`src/rtl/nanorv32_wb_lsu_pkg.sv`:
```
// ---------------------------------------------------------------------
// nanorv32_wb_lsu_pkg : writeback/LSU op, size and FSM state encodings
// Rev 1.0
// ---------------------------------------------------------------------
`default_nettype none

package nanorv32_wb_lsu_pkg;

  localparam logic [1:0] NANORV32_WB_OP_ALU   = 2'd0;
  localparam logic [1:0] NANORV32_WB_OP_LOAD  = 2'd1;
  localparam logic [1:0] NANORV32_WB_OP_STORE = 2'd2;
  localparam logic [1:0] NANORV32_WB_OP_NOP   = 2'd3;

  localparam logic [1:0] NANORV32_MEM_SIZE_BYTE = 2'd0;
  localparam logic [1:0] NANORV32_MEM_SIZE_HALF = 2'd1;
  localparam logic [1:0] NANORV32_MEM_SIZE_WORD = 2'd2;

  typedef enum logic [1:0] {
    NANORV32_WB_ST_IDLE = 2'd0,
    NANORV32_WB_ST_REQ  = 2'd1,
    NANORV32_WB_ST_WAIT = 2'd2
  } wb_state_t;

  // Size codes 2 and 3 are both treated as word accesses.
  function automatic logic is_misaligned(input logic [1:0] size, input logic [1:0] addr_lo);
    logic mis;
    mis = 1'b0;
    case (size)
      NANORV32_MEM_SIZE_BYTE: mis = 1'b0;
      NANORV32_MEM_SIZE_HALF: mis = addr_lo[0];
      default:                mis = |addr_lo;
    endcase
    return mis;
  endfunction

endpackage

`default_nettype wire

```
`src/rtl/nanorv32_lsu_align.sv`:
```
// ---------------------------------------------------------------------
// nanorv32_lsu_align : byte-lane enables, store replication, load extend
// Rev 1.0
// ---------------------------------------------------------------------
`default_nettype none

module nanorv32_lsu_align
  import nanorv32_wb_lsu_pkg::*;
#(
  parameter int DATA_W = 32
) (
  input  logic [1:0]        addr_lo,
  input  logic [1:0]        size,
  input  logic              is_unsigned,
  input  logic [DATA_W-1:0] store_data,
  input  logic [DATA_W-1:0] load_raw,
  output logic [3:0]        be,
  output logic [DATA_W-1:0] store_lanes,
  output logic [DATA_W-1:0] load_ext
);

  logic [7:0]  load_byte;
  logic [15:0] load_half;

  always_comb begin
    load_byte   = 8'(load_raw >> {addr_lo, 3'b000});
    load_half   = 16'(load_raw >> {addr_lo[1], 4'b0000});
    be          = 4'b1111;
    store_lanes = store_data;
    load_ext    = load_raw;
    case (size)
      NANORV32_MEM_SIZE_BYTE: begin
        be          = 4'b0001 << addr_lo;
        store_lanes = {4{store_data[7:0]}};
        load_ext    = is_unsigned ? {{(DATA_W-8){1'b0}}, load_byte}
                                  : {{(DATA_W-8){load_byte[7]}}, load_byte};
      end
      NANORV32_MEM_SIZE_HALF: begin
        be          = 4'b0011 << {addr_lo[1], 1'b0};
        store_lanes = {2{store_data[15:0]}};
        load_ext    = is_unsigned ? {{(DATA_W-16){1'b0}}, load_half}
                                  : {{(DATA_W-16){load_half[15]}}, load_half};
      end
      default: begin
        be          = 4'b1111;
        store_lanes = store_data;
        load_ext    = load_raw;
      end
    endcase
  end

endmodule

`default_nettype wire

```
`src/rtl/nanorv32_wb_lsu.sv`:
```
// ---------------------------------------------------------------------
// nanorv32_wb_lsu : execute-to-writeback stage with data-bus load/store
// Optional: NANORV32_MISALIGN_TRAP_EN (misaligned access pulse). Rev 1.0
// ---------------------------------------------------------------------
`default_nettype none

module nanorv32_wb_lsu
  import nanorv32_wb_lsu_pkg::*;
#(
  parameter int DATA_W    = 32,
  parameter int RF_ADDR_W = 5
) (
  input  logic                 clk,
  input  logic                 rst,
  input  logic                 ex_valid,
  output logic                 ex_ready,
  input  logic [1:0]           ex_op,
  input  logic [1:0]           ex_size,
  input  logic                 ex_unsigned,
  input  logic [RF_ADDR_W-1:0] ex_rd,
  input  logic [DATA_W-1:0]    alu_res,
  input  logic [DATA_W-1:0]    ex_store_data,
  output logic                 dbus_req,
  output logic                 dbus_we,
  output logic [DATA_W-1:0]    dbus_addr,
  output logic [3:0]           dbus_be,
  output logic [DATA_W-1:0]    dbus_wdata,
  input  logic                 dbus_gnt,
  input  logic                 dbus_rvalid,
  input  logic [DATA_W-1:0]    dbus_rdata,
  output logic                 rf_we,
  output logic [RF_ADDR_W-1:0] rf_waddr,
  output logic [DATA_W-1:0]    rf_wdata,
  output logic                 mem_misalign
);

  wb_state_t            state;
  logic [1:0]           addr_lo_q;
  logic [1:0]           size_q;
  logic                 unsigned_q;
  logic [RF_ADDR_W-1:0] rd_q;

  logic                 idle;
  logic                 mem_op;
  logic                 trap;
  logic [1:0]           sel_lo;
  logic [1:0]           sel_size;
  logic                 sel_unsigned;
  logic [3:0]           lane_be;
  logic [DATA_W-1:0]    lane_wdata;
  logic [DATA_W-1:0]    load_ext;

  assign idle     = (state == NANORV32_WB_ST_IDLE);
  assign ex_ready = idle;
  assign mem_op   = (ex_op == NANORV32_WB_OP_LOAD) || (ex_op == NANORV32_WB_OP_STORE);

  // The aligner sees the incoming instruction in IDLE, the latched access otherwise.
  assign sel_lo       = idle ? alu_res[1:0] : addr_lo_q;
  assign sel_size     = idle ? ex_size      : size_q;
  assign sel_unsigned = idle ? ex_unsigned  : unsigned_q;

  nanorv32_lsu_align #(
    .DATA_W (DATA_W)
  ) u_align (
    .addr_lo     (sel_lo),
    .size        (sel_size),
    .is_unsigned (sel_unsigned),
    .store_data  (ex_store_data),
    .load_raw    (dbus_rdata),
    .be          (lane_be),
    .store_lanes (lane_wdata),
    .load_ext    (load_ext)
  );

`ifdef NANORV32_MISALIGN_TRAP_EN
  logic misalign_q;

  assign trap = is_misaligned(ex_size, alu_res[1:0]);

  always_ff @(posedge clk) begin
    if (rst) begin
      misalign_q <= 1'b0;
    end else begin
      misalign_q <= idle && ex_valid && mem_op && trap;
    end
  end

  assign mem_misalign = misalign_q;
`else
  assign trap         = 1'b0;
  assign mem_misalign = 1'b0;
`endif

  always_ff @(posedge clk) begin
    if (rst) begin
      state      <= NANORV32_WB_ST_IDLE;
      dbus_req   <= 1'b0;
      dbus_we    <= 1'b0;
      dbus_addr  <= '0;
      dbus_be    <= 4'b0000;
      dbus_wdata <= '0;
      rf_we      <= 1'b0;
      rf_waddr   <= '0;
      rf_wdata   <= '0;
      addr_lo_q  <= 2'b00;
      size_q     <= NANORV32_MEM_SIZE_BYTE;
      unsigned_q <= 1'b0;
      rd_q       <= '0;
    end else begin
      rf_we <= 1'b0;
      case (state)
        NANORV32_WB_ST_IDLE: begin
          if (ex_valid) begin
            if (ex_op == NANORV32_WB_OP_ALU) begin
              rf_we    <= (ex_rd != '0);
              rf_waddr <= ex_rd;
              rf_wdata <= alu_res;
            end else if (mem_op && !trap) begin
              state      <= NANORV32_WB_ST_REQ;
              dbus_req   <= 1'b1;
              dbus_we    <= (ex_op == NANORV32_WB_OP_STORE);
              dbus_addr  <= {alu_res[DATA_W-1:2], 2'b00};
              dbus_be    <= lane_be;
              dbus_wdata <= lane_wdata;
              addr_lo_q  <= alu_res[1:0];
              size_q     <= ex_size;
              unsigned_q <= ex_unsigned;
              rd_q       <= ex_rd;
            end
          end
        end
        NANORV32_WB_ST_REQ: begin
          if (dbus_gnt) begin
            dbus_req <= 1'b0;
            state    <= dbus_we ? NANORV32_WB_ST_IDLE : NANORV32_WB_ST_WAIT;
          end
        end
        NANORV32_WB_ST_WAIT: begin
          if (dbus_rvalid) begin
            rf_we    <= (rd_q != '0);
            rf_waddr <= rd_q;
            rf_wdata <= load_ext;
            state    <= NANORV32_WB_ST_IDLE;
          end
        end
        default: state <= NANORV32_WB_ST_IDLE;
      endcase
    end
  end

endmodule

`default_nettype wire

```
`config.mk`:
```
export PLATFORM = sky130hd
export DESIGN_NAME = nanorv32_wb_lsu
export DESIGN_NICKNAME = d
export VERILOG_FILES = /design/src/rtl/nanorv32_wb_lsu_pkg.sv /design/src/rtl/nanorv32_lsu_align.sv /design/src/rtl/nanorv32_wb_lsu.sv
export SDC_FILE = /design/constraint.sdc
export NUM_CORES = 1
export LEC_CHECK = 0
export BUFFER_PORTS_ARGS = -buffer_cell sky130_fd_sc_hd__buf_2
export CAP_MARGIN = 20
export CORE_UTILIZATION = 45
export DETAILED_ROUTE_END_ITERATION = 7
export HOLD_SLACK_MARGIN = 0.08
export PLACE_DENSITY = 0.75
export SYNTH_ARGS = -nofsm -noshare
export SYNTH_HDL_FRONTEND = slang
export SYNTH_SLANG_ARGS = --single-unit
```
`constraint.sdc`:
```
create_clock -name clk -period 3.8 [get_ports clk]
set_input_delay 0.19 -clock clk [delete_from_list [all_inputs] [get_ports clk]]
set_output_delay 0.19 -clock clk [all_outputs]
set_load 0.1 [all_outputs]
```
* Word-level counts from Yosys, hierarchy flattened
Cells that the tools add are included.
** Operators by class
- Equality and inequality tests :: 11
- Shift-type cells :: 4
- Bitwise gates (word level) :: 1
- Muxes and demuxes :: 32
- Reductions and logical operators :: 12
** Operators by type and width (number)
- $pmux 32 s2 :: 3
- $mux 32 :: 5
- $shr 32x5->16 :: 1
- $shr 32x5->8 :: 1
- $mux 2 :: 8
- $mux 5 :: 3
- $pmux 5 s2 :: 1
- $reduce_and 5->1 :: 2
- $reduce_bool 5->1 :: 2
- $mux 1 :: 8
- $ne 2x2->1 const B :: 4
- $pmux 4 s2 :: 1
- $reduce_and 4->1 :: 2
- $eq 2x1->1 const B :: 3
- $logic_not 2->1 :: 3
- $pmux 2 s3 :: 1
- $eq 2x2->1 const B :: 2
- $ne 2x1->1 const B :: 2
- $pmux 1 s2 :: 2
- $reduce_bool 2->1 :: 2
- $shl 1x2->4 const A :: 1
- $shl 2x2->4 const A :: 1
- $logic_or 1x1->1 :: 1
- $not 1->1 :: 1
** Storage, ports and cells
- Output and inout bits :: 110
- Input port bits :: 111
- Flip-flop bits (word level) :: 118
- Logic and storage cells :: 73

* Longest topological paths before layout
Gate-level depths: netlist of run 1.
- Word-level depth :: 7
- Depth in mapped cells :: 10
- Depth with buffers taken out :: 8

* Hierarchy
Synthesis of run 1 repeated with hierarchy kept, for this count alone.
** Unflattened totals
- Cells, all modules :: 792
- Area, all modules :: 6242.2 um^2
** Modules (own cells, without submodules)
- nanorv32_wb_lsu :: area each 4983.5 um^2, seq. area each 2362.3 um^2, instances 1, cells each 604
- nanorv32_lsu_align :: area each 1258.7 um^2, seq. area each 0.0 um^2, instances 1, cells each 188

* Worst setup path before layout of run 1
No wires, ideal clock.
- Kind :: reg-to-reg
- From :: register state[1]
- To :: register rf_wdata[23]
- Setup slack :: 1.261 ns
- Required time :: 3.657 ns
- Clock period less this slack :: 2.539 ns
- Data arrival time :: 2.396 ns
- Setup time :: 0.143 ns
- Buffers on the path :: 2
- Cell stages (with the launch flop) :: 10
- Cell sequence :: dfxtp_1 buf_6 or2_1 inv_2 mux2_2 mux2i_1 o32ai_2 nor2_2 buf_6 o221ai_2
** On the way
- Word-level cells in the longest chain between the ends :: 7
- Elaborated cells on any way between the ends :: 19
- Classes of those cells :: eq/ne (5); shift (2); mux (8); reduce/logical (4)
** Ends and longest elaborated chain
- start, declared :: RTL line nanorv32_wb_lsu.sv:37 : wb_state_t state;
- start signal, assigned :: RTL line nanorv32_wb_lsu.sv:135 : state <= dbus_we ? NANORV32_WB_ST_IDLE : NANORV32_WB_ST_WAIT;
- $logic_not 2->1 * :: RTL line nanorv32_wb_lsu.sv:53 : assign idle = (state == NANORV32_WB_ST_IDLE);
- named net ex_ready :: RTL line nanorv32_wb_lsu.sv:16 : output logic ex_ready,
- $mux 2 :: RTL line nanorv32_wb_lsu.sv:58 : assign sel_lo = idle ? alu_res[1:0] : addr_lo_q;
- $shr 32x5->16 or $shr 32x5->8 (tied branches) :: RTL line nanorv32_lsu_align.sv:27, nanorv32_lsu_align.sv:26
- $mux 32, on equally long branches :: RTL line nanorv32_lsu_align.sv:41, nanorv32_lsu_align.sv:35
- $pmux 32 s2 :: RTL line nanorv32_lsu_align.sv:31 : case (size)
- $mux 32 :: RTL line nanorv32_wb_lsu.sv:139 : if (dbus_rvalid) begin
- $pmux 32 s2 :: RTL line nanorv32_wb_lsu.sv:111 : case (state)
- end signal, assigned :: RTL line nanorv32_wb_lsu.sv:117 : rf_wdata <= alu_res;
- end signal, assigned :: RTL line nanorv32_wb_lsu.sv:142 : rf_wdata <= load_ext;
- end, declared :: RTL line nanorv32_wb_lsu.sv:33 : output logic [DATA_W-1:0] rf_wdata,
Mark *: on every way through the listed nets, which the timed path passes. The rest lies on a longest branch. The select of a mux whose other input is x is not followed.
A chain may end at the register's enable or synchronous reset.

* Final worst setup path of run 1
- From :: register state[1]
- To :: register dbus_wdata[13]
** On the way
- Word-level cells in the longest chain between the ends :: 4
- Elaborated cells on any way between the ends :: 6
- Classes of those cells :: eq/ne (1); mux (2); reduce/logical (3)
** Ends and longest elaborated chain
- $logic_not 2->1 * :: RTL line nanorv32_wb_lsu.sv:53, nanorv32_wb_lsu.sv:111
- $mux 2 :: RTL line nanorv32_wb_lsu.sv:59 : assign sel_size = idle ? ex_size : size_q;
- $eq 2x1->1 or $logic_not 2->1 (tied branches) :: RTL line nanorv32_lsu_align.sv:31
- $pmux 32 s2 :: RTL line nanorv32_lsu_align.sv:31
- end signal, assigned :: RTL line nanorv32_wb_lsu.sv:124 : dbus_wdata <= lane_wdata;
- end, declared :: RTL line nanorv32_wb_lsu.sv:27 : output logic [DATA_W-1:0] dbus_wdata,
Mark *: on every way between the ends. The rest lies on a longest branch, timed or not.

==> summary.txt, run 1 <==
Clock tree
  • Worst skew pair latency: 0.42 ns
  • H-tree Lvls: 4
  • Clock Sinks: 118
  • Clk slew on worst S/H paths: 0.05 ns
  • CTS tree: done
  • Post_cts resized: 0
  • Cts bufs inserted: 17
  • Root Buffer: clkbuf_16
  • Longest Clk Path Bufs: 2

Cells and area
  • Seq. cell area: 2360 µm²
  • Filler cells: 966
  • Commonest non-fill, non-tap cell in the layout: buf_2
  • Commonest cells after routing, fill and taps aside: 216 x buf_2, 164 x nand2_1, 117 x dfxtp_1
  • Post-route non-filler standard cell count: 1090
  • Area occupied by multi-input gates: 2860 µm²
  • Share of post-route cells with drive strength above 1: 0.297
  • # nets final: 1047
  • Syn-to-layout area delta: 43.8%

Place
  • Inst Count DP: 991
  • PortBufs: 217
  • Detailed-placement wirelength estimate: 12.9 mm
  • Global placer's final weighted congestion: 0.937
  • Pre-CTS setup slack: 0.591 ns

STA
  • RSZ-0062 raised after global routing: no
  • Final setup vio count: 0
  • Final min period: 2.94 ns
  • Rel. slew slack: 0.411
  • Fmax: 340 MHz
  • Final worst path period share: 0.774
  • Hold Worst Slack: 0.0926 ns
  • Slew Limit Fails: 0
  • Pin slew with the least headroom to its limit: 0.883 ns
  • Final Hold Violating Endpoints: 0
  • Setup TNS: 0 ns
  • Final worst setup slack: 0.858 ns
  • Skew final: 0.0143 ns

Route
  • Pre-Repair DR Iteration Count: 7
  • Drt drc: 0
  • WL per Instance: 17.9 µm
  • Initial DRC Count: 752
  • Vias per inst: 5.71
  • Final ANT Viol Nets: 0
  • Vias: 6229
  • WL final: 19.5 mm

Pwr
  • Leakage power: 3.49 nW
  • Max VDD drop: 0.362 mV
  • PwrDens: 527 nW/µm²
  • Tot Pwr: 4.15 mW

Worst hold path
  • Worst Hold Class: input pin to register
  • Hold_sp: dbus_rdata[4]
  • Hold EP: rf_wdata[4]
  • Worst hold path depth: 3

Setup path
  • CP delay by family, top: buffers and inverters
  • CP cell instances: or2_1 -> inv_2 -> o31ai_4 -> buf_4 -> nand2_1 -> a311oi_1 -> dlygate4sd3_1
  • Crit-path max cell delay: 0.65 ns
  • R2R cell count: 7
  • Crit-path slowest cell: dfxtp_2
  • CP max FO: 32
  • Crit path kind: register to register
  • Reg-to-reg slack, setup: 0.86 ns
  • Crit end category: register
  • Critical Path Start Type: register
  • CP bufs+invs: 3
  • Arr. time, crit path: 3.30 ns
  • Reg2reg end: dbus_wdata[13]
  • FF-to-FF Start: state[1]
  • Required @ worst endpoint: 4.16 ns

Synthesis
  • Ys Warns: 0
  • Distinct cells, synth: 54
  • Seq/Total Area, Yosys: 0.431
  • Synthesized area per cell: 8.07 µm²
  • Synthesized instance count: 679
  • Synth area leader: dfxtp_1
  • Most used DFF post-synth: dfxtp_1
  • Yosys top cell area share: 0.431
  • Asr flop ratio synth: 0
  • Post-synth EDFFs: 0
  • Yosys reg bits: 118
  • Main area contributors after synthesis: dfxtp_1 43%, nand2_1 11%, a21oi_1 5.3%
  • Post-Syn Area: 5480 µm²

GRT
  • Largest net degree at the start of global routing: 98
  • Vias in the first global route: 5871
  • Initial antenna violation count: 1
  • Total GRT Usage: 0.312
  • First-pass GRT wire length: 30.6 mm
  • Global route overflow: 0

Run
  • Max Cap Violations: 0

Floorplanning
  • Starting Density: 0.470
  • Core area: 11700 µm²
  • Site Rows: 39
  • Die ar.: 12600 µm²
  • Die width: 112 µm
  • Die Y: 112 µm
  • I/O pin cnt: 221

Run status
  • Status: finished, final reports clean
report_power, final:
| group | switching [mW] | internal (mW) | total [mW] |
|---|---|---|---|
| clock | 0.554 | 1.09 | 1.65 |
| sequential | 0.0496 | 1.32 | 1.37 |
| combinational | 0.869 | 0.269 | 1.14 |
| total | 1.47 | 2.68 | 4.15 |
what timing repair did:
| item | CTS | global route |
|---|---|---|
| buffers inserted | 0 | 0 |
| hold endpoints to repair | 62 | 0 |
| hold buffers | 66 | 0 |
through the flow:
stage,instance area (µm²),util
after global routing,7880,0.675
after CTS,7870,0.675
final,7880,0.676
after floorplan,5490,-
after global placement,6590,0.565
after detailed placement,6600,0.566
registers in the layout (all words and copies together), names as in the netlist:
| register | count |
|---|---|
| addr_lo_q | 2 |
| dbus_addr | 30 |
| dbus_be | 4 |
| dbus_req | 1 |
| dbus_wdata | 32 |
| dbus_we | 1 |
| rd_q | 5 |
| rf_waddr | 5 |
| rf_wdata | 32 |
| rf_we | 1 |
| size_q | 2 |
| state | 2 |
| unsigned_q | 1 |
worst max-delay path by stage:
| stage | to | slack [ns] | cells past startpoint | startpoint |
|---|---|---|---|---|
| 6_report | dbus_wdata[13] | 0.86 | 7 | state[1] |
| 5_1_grt | dbus_wdata[13] | 0.63 | 7 | state[1] |
| 4_1_cts | rf_wdata[0] | 0.59 | 7 | state[1] |
| 3_5_place_dp | rf_wdata[0] | 0.59 | 7 | state[1] |
| 3_3_place_gp | rf_wdata[1] | 0.68 | 7 | state[1] |
| 2_1_floorplan | rf_wdata[23] | 1.26 | 9 | state[1] |
Yosys cell counts, types with 3 or more instances:
cell	number
a211oi_1	22
o221ai_1	12
buf_2	3
buf_4	4
mux2_2	4
a222oi_1	15
inv_1	7
nor4_1	4
dfxtp_1	118
clkbuf_1	46
mux2i_1	10
a221oi_1	14
nand2_1	164
nor3_1	5
a31oi_1	4
buf_1	4
a21oi_1	58
or3_1	4
o22ai_1	4
a21o_1	6
o21ai_0	31
o221ai_2	10
o21a_1	3
a221o_1	4
a311oi_1	16
or4_1	4
nor2_1	66
nor4b_1	3
per-layer routing:
metal / part of all wire / vias up / global-route usage
li1: - / 2980 / -
met1: 0.43 / 2857 / 0.391
met2: 0.46 / 330 / 0.492
met3: 0.072 / 62 / 0.0848
met4: 0.039 / 0 / 0.161
met5: 0 / - / 0
worst register-to-register path, cell delays in order, from the launching register on:
cell and delay [ns]:
dfxtp_2 0.65, or2_1 0.46, inv_2 0.18, o31ai_4 0.24, buf_4 0.34, nand2_1 0.12, a311oi_1 0.32, dlygate4sd3_1 0.59
layout make-up:
type,count,share of cell area
Inverter,8,0.00381
Antenna cell,1,0.000318
Tap cell,143,0.0227
Clock buffer,22,0.0614
Timing Repair Buffer,293,0.234
Clock inverter,9,0.0157
Multi-Input combinational cell,496,0.362
Sequential cell,118,0.300
logic make-up after synthesis:
kind of cell             Yosys count  synth area share
adder cells (fa/ha/maj)            2           0.00457
multiplexers                      14            0.0265
AO/OA/AOI/OAI                    213             0.286
buffers and inverters             67            0.0521
flip-flops                       118             0.431
other                              1          0.000684
AND/OR/NAND/NOR                  264             0.200
Note: power is estimated with default switching activity, not from simulation.
==> run 2: changes to the inputs <==
- clock period: 3.8 -> 2.9 ns (I/O delays scaled with it)
==> summary.txt, run 2 (same netlist as run 1, synthesis figures left out) <==
STA
  • Final setup vio count: 0
  • RSZ-0062 raised after global routing: no
  • Pin slew with the least headroom to its limit: 0.745 ns
  • Fmax: 376 MHz
  • Hold Worst Slack: 0.0986 ns
  • Skew final: 0.00846 ns
  • Final min period: 2.66 ns
  • Slew Limit Fails: 0
  • Final worst path period share: 0.918
  • Rel. slew slack: 0.503
  • Final Hold Violating Endpoints: 0
  • Setup TNS: 0 ns
  • Final worst setup slack: 0.237 ns

Cells and area
  • Filler cells: 952
  • Antenna cells: 0
  • Commonest cells after routing, fill and taps aside: 216 x buf_2, 164 x nand2_1, 117 x dfxtp_1
  • Syn-to-layout area delta: 48.5%
  • Design area: 8140 µm²
  • Share of post-route cells with drive strength above 1: 0.294
  • Seq. cell area: 2360 µm²
  • Commonest non-fill, non-tap cell in the layout: buf_2
  • Largest regs: dbus_wdata: 32 flops, rf_wdata: 32 flops, dbus_addr: 30 flops
  • # nets final: 1077
  • Area occupied by multi-input gates: 2860 µm²

Place
  • Post-DP Area: 6690 µm²
  • PortBufs: 217
  • Pre-CTS setup slack: 0.608 ns
  • Detailed-placement wirelength estimate: 13.4 mm
  • Global placer's final weighted congestion: 0.875

Run status
  • Status: finished, final reports clean

Setup path
  • CP delay by family, top: buffers and inverters
  • Crit path kind: register to register
  • Crit-path max cell delay: 0.60 ns
  • Crit end category: register
  • Critical Path Start Type: register
  • Required @ worst endpoint: 3.27 ns
  • CP cell instances: or2_1 -> buf_4 -> nor2_4 -> buf_12 -> nor2_1 -> a311oi_1 -> dlygate4sd3_1
  • CP bufs+invs: 3
  • Arr. time, crit path: 3.03 ns
  • CP max FO: 46
  • Crit-path slowest cell: dlygate4sd3_1

Floorplanning
  • Starting Density: 0.470
  • Die width: 112 µm
  • Die ar.: 12600 µm²
  • Site Rows: 39
  • Die Y: 112 µm
  • Core area: 11700 µm²
  • I/O pin cnt: 221

GRT
  • Largest net degree at the start of global routing: 50
  • Vias in the first global route: 6197
  • First-pass GRT wire length: 31.1 mm
  • Initial antenna violation count: 0
  • Global route overflow: 0
  • Total GRT Usage: 0.315

Pwr
  • Sw Share: 0.352
  • Clock power share: 0.390
  • Gate power share: 0.282
  • Reg power frac: 0.328
  • PwrDens: 669 nW/µm²
  • Max VDD drop: 0.523 mV
  • Tot Pwr: 5.45 mW
  • Leakage power: 3.64 nW
  • Psw: 1.92 mW
  • Pint: 3.53 mW

Route
  • WL final: 19.8 mm
  • Pre-Repair DR Iteration Count: 5
  • Final ANT Viol Nets: 0
  • Drt drc: 0
  • WL per Instance: 17.7 µm
  • Vias per inst: 5.78
  • Vias: 6445
  • Initial DRC Count: 783

Worst hold path
  • Worst Hold Class: input pin to register

Clock tree
  • Post_cts resized: 0
  • CTS tree: done
  • Clk slew on worst S/H paths: 0.05 ns
  • Root Buffer: clkbuf_16
  • Clock Sinks: 118
  • H-tree Lvls: 4
  • Cts bufs inserted: 17
  • Longest Clk Path Bufs: 2
  • Worst skew pair latency: 0.42 ns

Run
  • Max Cap Violations: 0
## run 2: final cells by class
cell class / count / share of cell area
clock inverters: 4 / 0.0117
multi-input cells: 496 / 0.351
clock buffers: 24 / 0.0604
repair buffers: 323 / 0.261
flip-flops and latches: 118 / 0.290
inverters: 8 / 0.00369
well taps: 143 / 0.0220
## run 2: final timing paths
path	start	to	slack (ns)	depth (start not counted)
setup reg to reg	state[1]	dbus_wdata[18]	0.24	7
hold / removal	dbus_rdata[18]	rf_wdata[18]	0.1	3
setup / recovery	state[1]	dbus_wdata[18]	0.24	7
hold reg to reg	dbus_addr[11]	dbus_addr[11]	0.45	2
## run 2: power groups by stage
stage                     Combinational, mW  Sequential [mW]  Clock [mW]
after CTS                              1.52             1.78        2.12
after global routing                   1.61             1.80        2.20
after floorplan                       0.425             2.48           0
after detailed placement               1.42             1.82           0
after global placement                 1.41             1.81           0
final                                  1.54             1.79        2.12
## run 2: worst min-delay path, cell delays in order
cell      delay [ns]
buf_2           0.13
o21ai_0         0.07
o221ai_1        0.11
## run 2: per-layer routing
metal	part of all wire	track usage	wire, µm	up-vias
met5	0	0	0	-
met1	0.42	0.395	8380	3006
li1	-	-	-	3039
met3	0.065	0.0637	1290	66
met2	0.47	0.508	9300	334
met4	0.040	0.172	794	0
## run 2: timing repair
item                                   CTS  global route
hold buffers                            86             0
endpoints found under the hold margin   87             0
buffers inserted                         0             0
## run 2: through the flow
stage,utilization,std cells
2_1_floorplan,-,681
3_5_place_dp,0.574,1002
5_1_grt,0.698,1116
4_1_cts,0.698,1116
6_report,0.698,1116
3_3_place_gp,0.573,1001
==> run 3: changes to the inputs <==
- GPL_TIMING_DRIVEN: not set -> 0
==> summary.txt, run 3 (same netlist as run 1, synthesis figures left out) <==
Cells and area
  • Commonest cells after routing, fill and taps aside: 220 x buf_2, 164 x nand2_1, 118 x dfxtp_1
  • Design area: 8220 µm²
  • Commonest non-fill, non-tap cell in the layout: buf_2
  • Syn-to-layout area delta: 50.1%
  • Fin util: 0.705
  • Post-route non-filler standard cell count: 1153
  • Share of post-route cells with drive strength above 1: 0.280
  • # nets final: 1109
  • Largest regs: dbus_wdata: 32 flops, rf_wdata: 32 flops, dbus_addr: 30 flops

Floorplanning
  • Site Rows: 39
  • I/O pin cnt: 221
  • Core area: 11700 µm²
  • Starting Density: 0.470
  • Die width: 112 µm
  • Die ar.: 12600 µm²
  • Die Y: 112 µm

Worst hold path
  • Worst Hold Class: input pin to register
  • Worst hold path depth: 3
  • Hold_sp: dbus_rdata[22]
  • Hold EP: rf_wdata[22]

Pwr
  • Tot Pwr: 5.66 mW
  • Reg power frac: 0.315
  • Max VDD drop: 0.684 mV
  • Gate power share: 0.277
  • PwrDens: 688 nW/µm²
  • Leakage power: 3.65 nW
  • Clock power share: 0.408
  • Psw: 1.98 mW
  • Pint: 3.68 mW
  • Sw Share: 0.350

STA
  • Final worst setup slack: 0.134 ns
  • Skew final: 0.00738 ns
  • Hold Worst Slack: 0.0935 ns
  • Final min period: 2.77 ns
  • Rel. slew slack: 0.504
  • Final worst path period share: 0.954
  • Setup TNS: 0 ns
  • Fmax: 361 MHz
  • Pin slew with the least headroom to its limit: 0.741 ns
  • Final setup vio count: 0
  • Slew Limit Fails: 0
  • Final Hold Violating Endpoints: 0

Setup path
  • Crit-path slowest cell: dlygate4sd3_1
  • R2R cell count: 7
  • Arr. time, crit path: 3.13 ns
  • Crit end category: register
  • CP bufs+invs: 3
  • CP delay by family, top: buffers and inverters
  • Reg2reg end: dbus_wdata[13]
  • Reg-to-reg slack, setup: 0.13 ns
  • Crit path kind: register to register
  • Crit-path max cell delay: 0.60 ns
  • Critical Path Start Type: register
  • Required @ worst endpoint: 3.26 ns
  • FF-to-FF Start: state[0]
  • CP cell instances: clkbuf_1 -> or4_1 -> o31a_1 -> clkbuf_1 -> nand2_1 -> a311oi_1 -> dlygate4sd3_1
  • CP max FO: 10
  • Cell with the most instances on the worst path: clkbuf_1

Place
  • Post-DP Area: 6750 µm²
  • Global placer's final weighted congestion: 0.911
  • Pre-CTS setup slack: 0.324 ns
  • Detailed-placement wirelength estimate: 15.0 mm
  • Inst Count DP: 1041
  • PortBufs: 217

GRT
  • Global route overflow: 0
  • First-pass GRT wire length: 34.1 mm
  • Initial antenna violation count: 1
  • Vias in the first global route: 6661
  • Largest net degree at the start of global routing: 17
  • Total GRT Usage: 0.349

Route
  • Final ANT Viol Nets: 0
  • Initial DRC Count: 999
  • WL per Instance: 19.1 µm
  • Drt drc: 0
  • Pre-Repair DR Iteration Count: 6
  • WL final: 22.0 mm
  • Vias: 6776
  • Vias per inst: 5.88

Clock tree
  • Clk slew on worst S/H paths: 0.05 ns
  • Longest Clk Path Bufs: 2
  • Root Buffer: clkbuf_16
  • H-tree Lvls: 4
  • Cts bufs inserted: 17
  • Worst skew pair latency: 0.42 ns
  • CTS tree: done
  • Clock Sinks: 118
  • Post-CTS Setup Bufs: 0

Run status
  • Status: finished, final reports clean

Run
  • Max Cap Violations: 0
[run 3: per-layer routing]
metal / track usage / share of wire / up-vias
met3: 0.0799 / 0.088 / 88
met1: 0.423 / 0.40 / 3146
met2: 0.565 / 0.46 / 428
met5: 0 / 0 / -
li1: - / - / 3114
met4: 0.216 / 0.052 / 0
[run 3: worst max path at each step]
stage          startpoint             end  cells past startpoint
5_1_grt          state[0]  dbus_wdata[12]                      7
3_3_place_gp     state[1]    rf_wdata[13]                      8
3_5_place_dp     state[1]   dbus_addr[30]                      8
4_1_cts          state[1]  dbus_wdata[14]                      8
6_report         state[0]  dbus_wdata[13]                      7
2_1_floorplan    state[1]    rf_wdata[23]                      9
[run 3: cell type report]
class,instances,area (µm²)
fill,921,3440
multi-input combinational,496,2850
sequential,118,2360
timing repair buffer,297,1890
clock buffer,25,515
buffer,58,256
tap,143,179
clock inverter,7,139
inverter,8,30.0
antenna,1,2.50
[run 3: what timing repair did]
item | CTS | global route
hold buffers | 80 | 0
gates resized for setup | 0 | 10
hold endpoints to repair | 83 | 0
setup endpoints to repair | 0 | 13
[run 3: worst register-to-register path, cell delays in order, from the launching register on]
cell           delay [ns]
dfxtp_1              0.41
clkbuf_1             0.39
or4_1                0.24
o31a_1               0.23
clkbuf_1             0.43
nand2_1              0.10
a311oi_1             0.30
dlygate4sd3_1        0.60
[run 3: power by group through the flow]
stage          Sequential, mW  Combinational [mW]  Clock [mW]
4_1_cts                  1.78                1.53        2.31
2_1_floorplan            2.48               0.425           0
5_1_grt                  1.79                1.63        2.39
6_report                 1.78                1.57        2.31
3_5_place_dp             1.81                1.44           0
3_3_place_gp             1.81                1.43           0
